--- src/rtl/rom_scan_display.sv ---
// rom_scan_display: steps an address into an external synchronous ROM, captures
// the returned word and scans it as hex digits onto a common-anode 7-segment display.
module rom_scan_display #(
    parameter int DIGITS      = 4,
    parameter int ADDR_W      = 3,
    parameter int REFRESH_DIV = 18,
    parameter int STEP_FRAMES = 64,
    parameter int BLANK_LZ    = 0
) (
    input  logic                  mclk,
    input  logic                  clr_n,
    input  logic                  mode,
    input  logic                  pause,
    input  logic                  load,
    input  logic [ADDR_W-1:0]     addr_in,
    output logic [ADDR_W-1:0]     rom_addr,
    input  logic [4*DIGITS-1:0]   rom_data,
    output logic [6:0]            a_to_g,
    output logic                  dp,
    output logic [DIGITS-1:0]     an
);

    localparam int IDX_W = (DIGITS > 1) ? $clog2(DIGITS) : 1;
    localparam int FRM_W = (STEP_FRAMES > 1) ? $clog2(STEP_FRAMES) : 1;
    localparam logic [IDX_W-1:0] IDX_LAST = IDX_W'(DIGITS - 1);
    localparam logic [FRM_W-1:0] FRM_LAST = FRM_W'(STEP_FRAMES - 1);

    typedef enum logic [1:0] {
        IDLE    = 2'd0,
        WAIT    = 2'd1,
        CAPTURE = 2'd2
    } fetch_state_t;

    logic                   load_sync1;
    logic                   load_sync2;
    logic                   load_prev;
    logic                   load_p;
    logic [REFRESH_DIV-1:0] prescale;
    logic                   tick;
    logic [IDX_W-1:0]       digit_idx;
    logic                   frame_end;
    logic [FRM_W-1:0]       frame_cnt;
    logic                   auto_step;
    logic                   addr_upd;
    logic [ADDR_W-1:0]      addr_q;
    fetch_state_t           state;
    fetch_state_t           state_next;
    logic [4*DIGITS-1:0]    data_q;
    logic [3:0]             nibble;
    logic                   blank;
    logic                   zero_run;
    logic [6:0]             seg_next;
    logic [DIGITS-1:0]      an_next;
    logic                   dp_next;

    // Active-low segment pattern (a..g) for one hex nibble.
    function automatic logic [6:0] hex_to_seg(input logic [3:0] h);
        logic [6:0] s;
        case (h)
            4'h0: s = 7'b0000001;
            4'h1: s = 7'b1001111;
            4'h2: s = 7'b0010010;
            4'h3: s = 7'b0000110;
            4'h4: s = 7'b1001100;
            4'h5: s = 7'b0100100;
            4'h6: s = 7'b0100000;
            4'h7: s = 7'b0001111;
            4'h8: s = 7'b0000000;
            4'h9: s = 7'b0000100;
            4'hA: s = 7'b0001000;
            4'hB: s = 7'b1100000;
            4'hC: s = 7'b0110001;
            4'hD: s = 7'b1000010;
            4'hE: s = 7'b0110000;
            default: s = 7'b0111000;
        endcase
        return s;
    endfunction

    // Two-flop synchronizer for the button plus a delayed copy for edge detection.
    always_ff @(posedge mclk or negedge clr_n) begin
        if (!clr_n) begin
            load_sync1 <= 1'b0;
            load_sync2 <= 1'b0;
            load_prev  <= 1'b0;
        end else begin
            load_sync1 <= load;
            load_sync2 <= load_sync1;
            load_prev  <= load_sync2;
        end
    end

    assign load_p = load_sync2 & ~load_prev;

    // Free-running prescaler; its all-ones state paces the digit scan.
    always_ff @(posedge mclk or negedge clr_n) begin
        if (!clr_n) begin
            prescale <= '0;
        end else begin
            prescale <= prescale + 1'b1;
        end
    end

    assign tick = &prescale;

    // Digit index walks 0..DIGITS-1 once per tick.
    always_ff @(posedge mclk or negedge clr_n) begin
        if (!clr_n) begin
            digit_idx <= '0;
        end else if (tick) begin
            digit_idx <= (digit_idx == IDX_LAST) ? '0 : digit_idx + 1'b1;
        end
    end

    assign frame_end = tick && (digit_idx == IDX_LAST);
    assign auto_step = mode && !pause && frame_end && (frame_cnt == FRM_LAST);
    assign addr_upd  = load_p || auto_step;

    // Frame counter: cleared by manual mode or a load, frozen by pause, wraps on a step.
    always_ff @(posedge mclk or negedge clr_n) begin
        if (!clr_n) begin
            frame_cnt <= '0;
        end else if (!mode || load_p) begin
            frame_cnt <= '0;
        end else if (!pause && frame_end) begin
            frame_cnt <= (frame_cnt == FRM_LAST) ? '0 : frame_cnt + 1'b1;
        end
    end

    // Address register: a load beats an auto step landing in the same cycle.
    always_ff @(posedge mclk or negedge clr_n) begin
        if (!clr_n) begin
            addr_q <= '0;
        end else if (load_p) begin
            addr_q <= addr_in;
        end else if (auto_step) begin
            addr_q <= addr_q + 1'b1;
        end
    end

    assign rom_addr = addr_q;

    // Fetch state register; reset lands in WAIT so address 0 is read after release.
    always_ff @(posedge mclk or negedge clr_n) begin
        if (!clr_n) begin
            state <= WAIT;
        end else begin
            state <= state_next;
        end
    end

    // Any address change restarts the fetch; otherwise WAIT -> CAPTURE -> IDLE.
    always_comb begin
        state_next = state;
        if (addr_upd) begin
            state_next = WAIT;
        end else begin
            case (state)
                WAIT:    state_next = CAPTURE;
                CAPTURE: state_next = IDLE;
                default: state_next = IDLE;
            endcase
        end
    end

    // Capture the ROM word once the read latency has elapsed.
    always_ff @(posedge mclk or negedge clr_n) begin
        if (!clr_n) begin
            data_q <= '0;
        end else if (state == CAPTURE) begin
            data_q <= rom_data;
        end
    end

    // Pick the scanned nibble and decide leading-zero blanking from the top down.
    always_comb begin
        nibble   = 4'h0;
        blank    = 1'b0;
        zero_run = 1'b1;
        an_next  = '1;
        for (int i = DIGITS - 1; i >= 0; i--) begin
            zero_run = zero_run && (data_q[4*i +: 4] == 4'h0);
            if (digit_idx == IDX_W'(i)) begin
                nibble     = data_q[4*i +: 4];
                blank      = (BLANK_LZ != 0) && (i != 0) && zero_run;
                an_next[i] = 1'b0;
            end
        end
        seg_next = blank ? 7'b1111111 : hex_to_seg(nibble);
        dp_next  = !((digit_idx == '0) && mode && !pause);
    end

    // Registered display pins so segments and anodes switch together.
    always_ff @(posedge mclk or negedge clr_n) begin
        if (!clr_n) begin
            an     <= '1;
            a_to_g <= 7'b1111111;
            dp     <= 1'b1;
        end else begin
            an     <= an_next;
            a_to_g <= seg_next;
            dp     <= dp_next;
        end
    end

endmodule

--- config.mk ---
export PLATFORM = sky130hd
export DESIGN_NAME = rom_scan_display
export DESIGN_NICKNAME = d
export VERILOG_FILES = /design/src/rtl/rom_scan_display.sv
export SDC_FILE = /design/constraint.sdc
export NUM_CORES = 1
export LEC_CHECK = 0
export CAP_MARGIN = 20
export CORE_MARGIN = 5
export CORE_UTILIZATION = 54
export CTS_CLUSTER_SIZE = 10
export DETAILED_ROUTE_END_ITERATION = 8
export GPL_TIMING_DRIVEN = 0
export PLACE_DENSITY = 0.82
export SYNTH_ARGS = -nofsm -noshare
export SYNTH_HDL_FRONTEND = slang
export SYNTH_SLANG_ARGS = --single-unit
--- constraint.sdc ---
create_clock -name mclk -period 2.7 [get_ports mclk]
set_input_delay 0.405 -clock mclk [delete_from_list [all_inputs] [get_ports mclk]]
set_output_delay 0.405 -clock mclk [all_outputs]
set_load 0.02 [all_outputs]
==> run summary, run 1 <==
Post-Place Cell Area - 3324 um^2
GRT Total Usage - 0.1717
final HPWL from detailed placement - 3743 um
Avg Cell Area, Syn - 11.69 um^2
Synth cell types - 37
hold buffer count at cts - 0
Vias - 1897
Worst Path Class, Setup - register to register
Buffers on Ports - 38
number of diodes - 0
endpoint type of the worst setup path - register
Synth Cell Area - 2841 um^2
antenna-violating nets left - 0
clk sink count - 62
largest area contributor in the netlist - dfrtp_1
cell mode on critical path - or4_1
Die Ht - 82.54 um
Tcrit/Tclk final - 0.9115
full die area - 6813 um^2
WP buf/inv - 2
DR vias/cell - 5.155
root buf cell - clkbuf_8
syn nets - 280
Clock Path Buffers - 2
P_leak - 1.534 nW
grt met3 use - 0.03579
crit path DAT - 2720 ps
setup bufs post-CTS - 0
CP Launch Type - register
layout cells sized above 1 - 0.1879
crit path cell chain - ha_1 -> nand3_1 -> or4_1 -> buf_2 -> or2_1 -> buf_6 -> or4_1 -> a21oi_1
core footprint - 5107 um^2
Routed WL - 5080 um
Post-CTS Resized - 0
post-synthesis sequential area ratio - 0.5517
Min Hold Slack - 28.24 ps
grt met1 use - 0.2136
crit-path max FO - 8
Primary FF master, synth - dfrtp_1
Finished Cell Area - 3527 um^2
Period minus WS final - 2461 ps
CP max-delay cell - or4_1
Layout Nets - 330
fillers - 383
HP Class - input pin to asynchronous set/reset pin
count leader, synth - dfrtp_1
most frequent cells after synthesis - dfrtp_1 (49), mux2_2 (21), inv_1 (18), nor2_1 (15), xnor2_1 (14)
synth warn - 0
initial antenna violation count - 0
largest net degree at the start of global routing - 43
final hold vios - 0
PwrDens - 684.8 nW/um^2
Power Total - 2.415 mW
initial core utilization - 0.5563
unrepaired setup endpoints after global routing - no
die width - 82.54 um
post-route core utilization - 0.6906
cell family with most CP delay - simple AND/OR/NAND/NOR gates
synth top area cells - dfrtp_1 (43%), dfstp_2 (12%), mux2_2 (8.3%)
total grt overflow - 0
Max Clk Rate - 0.4063 GHz
top cell type's share of synthesized area - 0.4315
Num CTS Buffers - 9
Peak VDD IR - 0.3412 mV
DRC Markers - 0
synthesized flop and latch total - 62
status - complete, no violations
GR Util met2 - 0.2764
Required @ worst endpoint - 2950 ps
Clk pin slew, worst setup/hold paths - 70 ps
Worst-Margin Slew - 525.5 ps
Post-synth EDFFs - 0
relative slew slack - 0.6497
total I/O pin count - 39
TritonCTS clock tree - yes
skew final - 6.813 ps
routed length per instance - 13.80 um
Syn Inst Count - 243
Synth-to-Final Area Change - 24.13%
busiest grt layer - met2
CP peak stage delay - 490 ps
count of final max-slew check failures - 0
# H-tree levels - 3
max-cap viol count - 0
Setup TNS - 0 ps
std cell rows - 26
Final GP Congestion - 0.8246
first drt pass iteration count - 5
ys async rst share - 1.000
vias in the first global route - 1959
count of final setup violators - 0
first-pass GRT wire length - 8645 um
Initial DRC Count - 66
clk_lat worst skew - 330 ps
==> through the flow <==
step,setup slack [ps],instances
after floorplan,413.1,243
after global placement,-665.4,351
after detailed placement,233.5,352
after CTS,224.2,368
after global routing,102.7,368
final,239.0,368
==> power by group <==
part	internal (mW)	switching [mW]	leakage [nW]	total, mW
sequential	1.07	0.0479	0.755	1.12
combinational	0.255	0.232	0.679	0.487
clock	0.476	0.337	0.0996	0.813
==> layout make-up <==
class	instances	area [um^2]	share of cell area
Buffer	6	32.53	0.009223
Clock buffer	13	158.9	0.04505
Clock inverter	3	42.54	0.01206
Inverter	18	67.56	0.01916
Multi-Input combinational cell	157	1175	0.3331
Sequential cell	62	1568	0.4445
Tap cell	70	87.58	0.02483
Timing Repair Buffer	39	395.4	0.1121
==> sequential cells by signal, indices dropped and copies added (netlist names) <==
signal and cells:
prescale 18, data_q 16, a_to_g 7, frame_cnt 6, an 4, rom_addr 3, digit_idx 2, state 2
dp 1, load_prev 1, load_sync1 1, load_sync2 1
==> final timing paths <==
kind	slack (ps)	cells after the start	end	start
setup / recovery	240	8	frame_cnt[5]$_DFFE_PN0P_	prescale[0]$_DFF_PN0_
hold / removal	30	1	prescale[8]$_DFF_PN0_	clr_n
setup reg to reg	240	8	frame_cnt[5]$_DFFE_PN0P_	prescale[0]$_DFF_PN0_
hold reg to reg	370	0	load_sync2$_DFF_PN0_	load_sync1$_DFF_PN0_
max in group asynchronous	2030	2	a_to_g[6]$_DFF_PN1_	clr_n
min in group mclk	370	0	load_sync2$_DFF_PN0_	load_sync1$_DFF_PN0_
==> routing by layer <==
metal  share of wire  wire length (um)
met5               0                 0
met1            0.44              2214
met4           0.026               131
met2            0.49              2501
met3           0.046               232
==> cell families (layout without fill, tap and decap cells) <==
family / Yosys count / count (layout) / share of synthesized area
compound gates: 26 / 26 / 0.05549
xor+xnor: 21 / 21 / 0.06473
fa+ha+maj: 13 / 13 / 0.05724
buf+inv: 24 / 79 / 0.03478
flops: 62 / 62 / 0.5517
mux: 27 / 27 / 0.1044
simple gates: 70 / 70 / 0.1317
==> placed cells by master, fill, tap and decap left out, types with 2 or more instances in the layout <==
cell type / n
dfrtp_1: 49
clkdlybuf4s50_1: 37
mux2_2: 21
inv_1: 18
nor2_1: 15
xnor2_1: 14
nand2_1: 13
ha_1: 13
dfstp_2: 13
clkbuf_8: 11
nand3_1: 8
xor2_1: 7
o21ai_0: 7
o22ai_1: 6
a21oi_1: 6
mux2i_1: 6
clkbuf_1: 5
nand4_1: 4
nand2b_1: 4
nor3_1: 4
nor2b_1: 4
and3_1: 3
or4_1: 3
a22oi_1: 3
nor3b_1: 3
buf_2: 2
or3_1: 2
Power figures use the tool's default switching activity.
==> inputs of run 2 (changes only) <==
--- a/config.mk
+++ b/config.mk
@@ -6,12 +6,13 @@
 export NUM_CORES = 1
 export LEC_CHECK = 0
 export CAP_MARGIN = 20
-export CORE_MARGIN = 5
-export CORE_UTILIZATION = 54
+export CORE_MARGIN = 3
+export CORE_UTILIZATION = 55
+export CTS_BUF_LIST = sky130_fd_sc_hd__clkbuf_4 sky130_fd_sc_hd__clkbuf_8
 export CTS_CLUSTER_SIZE = 10
 export DETAILED_ROUTE_END_ITERATION = 8
 export GPL_TIMING_DRIVEN = 0
-export PLACE_DENSITY = 0.82
+export PLACE_DENSITY = 0.83
 export SYNTH_ARGS = -nofsm -noshare
 export SYNTH_HDL_FRONTEND = slang
 export SYNTH_SLANG_ARGS = --single-unit
==> run 2 against run 1 <==
Compared with the run above: maximum frequency decreased by 0.15%; register-to-register slack about the same; core utilization increased by 3.4 points; global-route usage increased by 1.3 points; highest routed layer unchanged; die area decreased by 11%; worst setup slack got worse by 3.7 ps; combinational power about the same; critical path depth unchanged; critical endpoint unchanged; via count increased by 1.1%; clock power decreased by 5.5%; first-iteration DRC count increased by 55%; wire length decreased by 0.37%.
==> run summary, run 2 (synthesis results as in run 1) <==
status - complete, no violations (unchanged)
full die area - 6065 um^2 (was 6813 um^2)
total I/O pin count - 39 (unchanged)
vias in the first global route - 1894 (was 1959)
final hold vios - 0 (unchanged)
DR vias/cell - 5.252 (was 5.155)
busiest grt layer - met2 (unchanged)
Initial DRC Count - 102 (was 66)
P_leak - 1.536 nW (was 1.534 nW)
GR Util met2 - 0.2962 (was 0.2764)
Biggest register - prescale (unchanged)
most frequent cells in the layout - dfrtp_1 (49), clkdlybuf4s50_1 (37), mux2_2 (21), inv_1 (18), nor2_1 (15) (unchanged)
Synth-to-Final Area Change - 23.65% (was 24.13%)
setup bufs post-CTS - 0 (unchanged)
Clock power frac - 0.324 (was 0.336)
Peak VDD IR - 0.5270 mV (was 0.3412 mV)
Post-Place Cell Area - 3321 um^2 (was 3324 um^2)
Buffers on Ports - 38 (unchanged)
clk sink count - 62 (unchanged)
final HPWL from detailed placement - 3621 um (was 3743 um)
total grt overflow - 0 (unchanged)
TritonCTS clock tree - yes (unchanged)
count of final setup violators - 0 (unchanged)
P_sw - 0.6102 mW (was 0.6166 mW)
antenna-violating nets left - 0 (unchanged)
Min Hold Slack - 108.2 ps (was 28.24 ps)
max FFs per register - 18 (unchanged)
Required @ worst endpoint - 2950 ps (about the same)
post-route insts no fill - 365 (was 368)
clk_lat worst skew - 330 ps (about the same)
Post-CTS Resized - 0 (unchanged)
PwrDens - 675.1 nW/um^2 (was 684.8 nW/um^2)
largest net degree at the start of global routing - 35 (was 43)
crit path DAT - 2710 ps (was 2720 ps)
Largest regs - prescale x18, data_q x16, a_to_g x7 (unchanged)
Die Ht - 77.88 um (was 82.54 um)
std cell rows - 25 (was 26)
max-cap viol count - 0 (unchanged)
Clock Path Buffers - 2 (unchanged)
Max Clk Rate - 0.4057 GHz (was 0.4063 GHz)
Cell Int Power - 1.762 mW (was 1.799 mW)
relative slew slack - 0.5542 (was 0.6497)
number of diodes - 0 (unchanged)
DRC Markers - 0 (unchanged)
skew final - 13.20 ps (was 6.813 ps)
layout cells sized above 1 - 0.1913 (was 0.1879)
Worst Path Class, Setup - register to register (unchanged)
hold buffer count at cts - 0 (unchanged)
Finished Cell Area - 3513 um^2 (was 3527 um^2)
die width - 77.88 um (was 82.54 um)
Worst-Margin Slew - 668.8 ps (was 525.5 ps)
# H-tree levels - 3 (unchanged)
Tcrit/Tclk final - 0.9129 (was 0.9115)
Routed WL - 5061 um (was 5080 um)
Layout Nets - 330 (unchanged)
Num CTS Buffers - 9 (unchanged)
core footprint - 4848 um^2 (was 5107 um^2)
crit-path max FO - 8 (unchanged)
initial core utilization - 0.5861 (was 0.5563)
endpoint type of the worst setup path - register (unchanged)
CP Launch Type - register (unchanged)
routed length per instance - 13.87 um (was 13.80 um)
switching share of power - 0.2573 (was 0.2553)
Clk pin slew, worst setup/hold paths - 70 ps (about the same)
root buf cell - clkbuf_8 (unchanged)
most common cell after layout, fill and taps aside - dfrtp_1 (unchanged)
Logic pwr share - 0.206 (was 0.201)
Period minus WS final - 2465 ps (was 2461 ps)
grt met1 use - 0.2461 (was 0.2136)
unrepaired setup endpoints after global routing - no (unchanged)
grt met3 use - 0.04640 (was 0.03579)
HP Class - input pin to asynchronous set/reset pin (unchanged)
GRT Total Usage - 0.1848 (was 0.1717)
first-pass GRT wire length - 8845 um (was 8645 um)
count of final max-slew check failures - 0 (unchanged)
Flop pwr share - 0.470 (was 0.462)
Final GP Congestion - 0.7677 (was 0.8246)
Post-Place Cells - 349 (was 352)
Vias - 1917 (was 1897)
first drt pass iteration count - 4 (was 5)
initial antenna violation count - 0 (unchanged)
## run 2: path summary, 6_finish.rpt
kind                            slack (ps)                  start  cells past startpoint                  endpoint
worst min-delay path                   110                  clr_n                      1     data_q[8]$_DFFE_PN0N_
worst min register to register         360   load_sync1$_DFF_PN0_                      0      load_sync2$_DFF_PN0_
worst max register to register         240  prescale[0]$_DFF_PN0_                      8  frame_cnt[5]$_DFFE_PN0P_
min in group mclk                      360   load_sync1$_DFF_PN0_                      0      load_sync2$_DFF_PN0_
worst max-delay path                   240  prescale[0]$_DFF_PN0_                      8  frame_cnt[5]$_DFFE_PN0P_
max in group asynchronous             1910                  clr_n                      2           an[0]$_DFF_PN1_
## run 2: routing by layer
metal | vias up | part of all wire | routed length [um]
met5 | - | 0 | 0
li1 | 932 | - | -
met1 | 925 | 0.47 | 2379
met4 | 0 | 0.018 | 89
met3 | 11 | 0.041 | 205
met2 | 49 | 0.47 | 2387
## run 2: power groups by stage
stage / Sequential (mW) / Combinational [mW] / Clock [mW]
6_report: 1.11 / 0.489 / 0.768
5_1_grt: 1.13 / 0.532 / 0.825
4_1_cts: 1.12 / 0.493 / 0.776
3_5_place_dp: 1.13 / 0.489 / 0
3_3_place_gp: 1.13 / 0.474 / 0
2_1_floorplan: 1.19 / 0.229 / 0
## run 2: critical path: stages, from the launching register on
cell and delay (ps):
dfrtp_1 410, ha_1 200, nand3_1 180, or4_1 420, buf_2 170, or2_1 240
buf_6 130, or4_1 490, a21oi_1 140
## run 2: layout make-up
cell class	count	area, um^2
repair buffers	39	395.4
inverters	18	67.56
fillers	344	1335
plain buffers	6	31.28
clock inverters	1	5.005
well taps	67	83.83
multi-input cells	157	1175
clock buffers	15	187.7
flip-flops and latches	62	1568
## run 2: metrics by stage
step	util	setup TNS, ps	total power, mW	setup WS (ps)
final	0.7246	0	2.372	235.2
after global routing	0.7246	0	2.486	12.03
after CTS	0.7246	0	2.384	243.3
after detailed placement	0.6849	0	1.620	270.6
after global placement	0.6818	-32000	1.602	-654.5
after floorplan	-	0	1.420	413.1
==> inputs of run 3 (changes only) <==
--- a/config.mk
+++ b/config.mk
@@ -5,7 +5,7 @@
 export SDC_FILE = /design/constraint.sdc
 export NUM_CORES = 1
 export LEC_CHECK = 0
-export CAP_MARGIN = 20
+export CORE_ASPECT_RATIO = 1.5
 export CORE_MARGIN = 3
 export CORE_UTILIZATION = 55
 export CTS_BUF_LIST = sky130_fd_sc_hd__clkbuf_4 sky130_fd_sc_hd__clkbuf_8
==> run 3 against run 2 <==
Compared with the run above: largest cell class unchanged; die area grew 0.29%; cell count decreased by 0.27%; combinational power about the same; via count fell by 0.16%; total power rose by 1.3%.
==> run summary, run 3 (synthesis results as in run 1) <==
status - complete, no violations (unchanged)
endpoint type of the worst setup path - register (unchanged)
crit-path max FO - 10 (was 8)
Final GP Congestion - 0.7657 (was 0.7677)
most common cell after layout, fill and taps aside - dfrtp_1 (unchanged)
count of final max-slew check failures - 0 (unchanged)
vias in the first global route - 1971 (was 1894)
CP Launch Type - register (unchanged)
post-route core utilization - 0.7145 (was 0.7246)
Layout Nets - 330 (unchanged)
Num CTS Buffers - 9 (unchanged)
Peak VDD IR - 0.5317 mV (was 0.5270 mV)
CP max-delay cell - clkbuf_1 (was or4_1)
# H-tree levels - 3 (unchanged)
count of final setup violators - 0 (unchanged)
fillers - 353 (was 344)
final hold vios - 0 (unchanged)
CP peak stage delay - 420 ps (was 490 ps)
initial antenna violation count - 0 (unchanged)
first drt pass iteration count - 4 (unchanged)
std cell rows - 31 (was 25)
Worst Path Class, Setup - register to register (unchanged)
clk_lat worst skew - 330 ps (about the same)
relative slew slack - 0.5937 (was 0.5542)
root buf cell - clkbuf_8 (unchanged)
max-cap viol count - 0 (unchanged)
final worst setup slack - 265.8 ps (was 235.2 ps)
DR vias/cell - 5.258 (was 5.252)
routed length per instance - 13.18 um (was 13.87 um)
Period minus WS final - 2434 ps (was 2465 ps)
PwrDens - 682.5 nW/um^2 (was 675.1 nW/um^2)
register area - 1568 um^2 (unchanged)
most frequent cells in the layout - dfrtp_1 (49), clkdlybuf4s50_1 (37), mux2_2 (21), inv_1 (18), nor2_1 (15) (unchanged)
Required @ worst endpoint - 2940 ps (was 2950 ps)
setup bufs post-CTS - 0 (unchanged)
worst reg2reg path startpoint - digit_idx[0]$_DFFE_PN0N_ (was prescale[0]$_DFF_PN0_)
Vias - 1914 (was 1917)
Buffers on Ports - 38 (unchanged)
Tcrit/Tclk final - 0.9015 (was 0.9129)
crit path from - digit_idx[0]$_DFFE_PN0N_ (was prescale[0]$_DFF_PN0_)
Clk pin slew, worst setup/hold paths - 70 ps (about the same)
total grt overflow - 0 (unchanged)
full die area - 6082 um^2 (was 6065 um^2)
first-pass GRT wire length - 8583 um (was 8845 um)
hold buffer count at cts - 0 (unchanged)
antenna-violating nets left - 0 (unchanged)
grt met1 use - 0.2159 (was 0.2461)
largest net degree at the start of global routing - 37 (was 35)
layout cells sized above 1 - 0.1913 (unchanged)
number of diodes - 0 (unchanged)
Routed WL - 4796 um (was 5061 um)
area of the multi-input gates - 1175 um^2 (unchanged)
Place WS - 278.6 ps (was 270.6 ps)
Biggest register - prescale (unchanged)
core footprint - 4926 um^2 (was 4848 um^2)
busiest grt layer - met2 (unchanged)
max FFs per register - 18 (unchanged)
Largest regs - prescale x18, data_q x16, a_to_g x7 (unchanged)
Die Ht - 94.03 um (was 77.88 um)
P_leak - 1.535 nW (was 1.536 nW)
initial core utilization - 0.5768 (was 0.5861)
total I/O pin count - 39 (unchanged)
skew final - 5.791 ps (was 13.20 ps)
Setup TNS - 0 ps (unchanged)
crit path cell chain - inv_1 -> ha_1 -> nor2b_1 -> a22oi_1 -> a21oi_1 -> clkbuf_1 -> xnor2_1 -> a211oi_1 (was ha_1 -> nand3_1 -> or4_1 -> buf_2 -> or2_1 -> buf_6 -> or4_1 -> a21oi_1)
Max Clk Rate - 0.4108 GHz (was 0.4057 GHz)
Initial DRC Count - 78 (was 102)
crit path DAT - 2680 ps (was 2710 ps)
clk sink count - 62 (unchanged)
Min Hold Slack - 79.76 ps (was 108.2 ps)
TritonCTS clock tree - yes (unchanged)
die width - 64.69 um (was 77.88 um)
GR Util met2 - 0.3078 (was 0.2962)
final HPWL from detailed placement - 3658 um (was 3621 um)
Synth-to-Final Area Change - 23.87% (was 23.65%)
unrepaired setup endpoints after global routing - no (unchanged)
GRT Total Usage - 0.1846 (was 0.1848)
Worst-Margin Slew - 609.4 ps (was 668.8 ps)
grt met3 use - 0.05030 (was 0.04640)
Clock Path Buffers - 2 (unchanged)
DRC Markers - 0 (unchanged)
HP Class - input pin to asynchronous set/reset pin (unchanged)
Post-CTS Resized - 0 (unchanged)
-- run 3: cell count changes in the layout (fill, tap and decap cells not counted) --
| cell | change |
|---|---|
| clkbuf_8 | -2 |
| bufinv_16 | +1 |
| clkbuf_4 | -1 |
| clkinv_2 | +1 |
| clkinvlp_4 | +1 |
-- run 3: worst paths after layout --
kind	end	slack [ps]	cells past startpoint
max	a_to_g[6]$_DFF_PN1_	270	8
min	rom_addr[2]$_DFFE_PN0P_	80	1
max reg2reg	a_to_g[6]$_DFF_PN1_	270	8
min reg2reg	load_sync2$_DFF_PN0_	350	0
max in group asynchronous	a_to_g[3]$_DFF_PN1_	1960	2
min in group mclk	load_sync2$_DFF_PN0_	350	0
-- run 3: metal layers --
metal / share of wire / routed length [um] / up-vias
li1: - / - / 931
met1: 0.41 / 1963 / 920
met2: 0.52 / 2489 / 53
met3: 0.050 / 238 / 10
met4: 0.022 / 105 / 0
met5: 0 / 0 / -
-- run 3: final cells by class --
cell class,instances,area share
clock inverters,4,0.01351
repair buffers,39,0.1123
inverters,18,0.01920
multi-input cells,157,0.3338
plain buffers,6,0.008887
clock buffers,12,0.04337
flip-flops and latches,62,0.4454
well taps,66,0.02346
-- run 3: stage by stage --
step | power (mW) | area [um^2] | instances
4_1_cts | 2.428 | 3520 | 364
3_3_place_gp | 1.609 | 3304 | 347
2_1_floorplan | 1.420 | 2841 | 243
3_5_place_dp | 1.623 | 3319 | 348
6_report | 2.402 | 3520 | 364
5_1_grt | 2.525 | 3520 | 364
-- run 3: worst max-delay path, delay by kind of cell, from the launching register on --
family	cells	cell delay, ps
and+or+nand+nor	1	290
AOI/OAI and AO/OA	3	750
buffers and inverters	2	500
xor gates and xnor gates	1	110
adders and majority gates	1	280
DFF	1	410
-- run 3: power breakdown --
| group | internal, mW | total (mW) | leakage [nW] | switching, mW |
|---|---|---|---|---|
| logic | 0.253 | 0.489 | 0.676 | 0.236 |
| registers | 1.07 | 1.12 | 0.755 | 0.0485 |
| clock network | 0.469 | 0.795 | 0.103 | 0.327 |
| total | 1.79 | 2.40 | 1.54 | 0.611 |
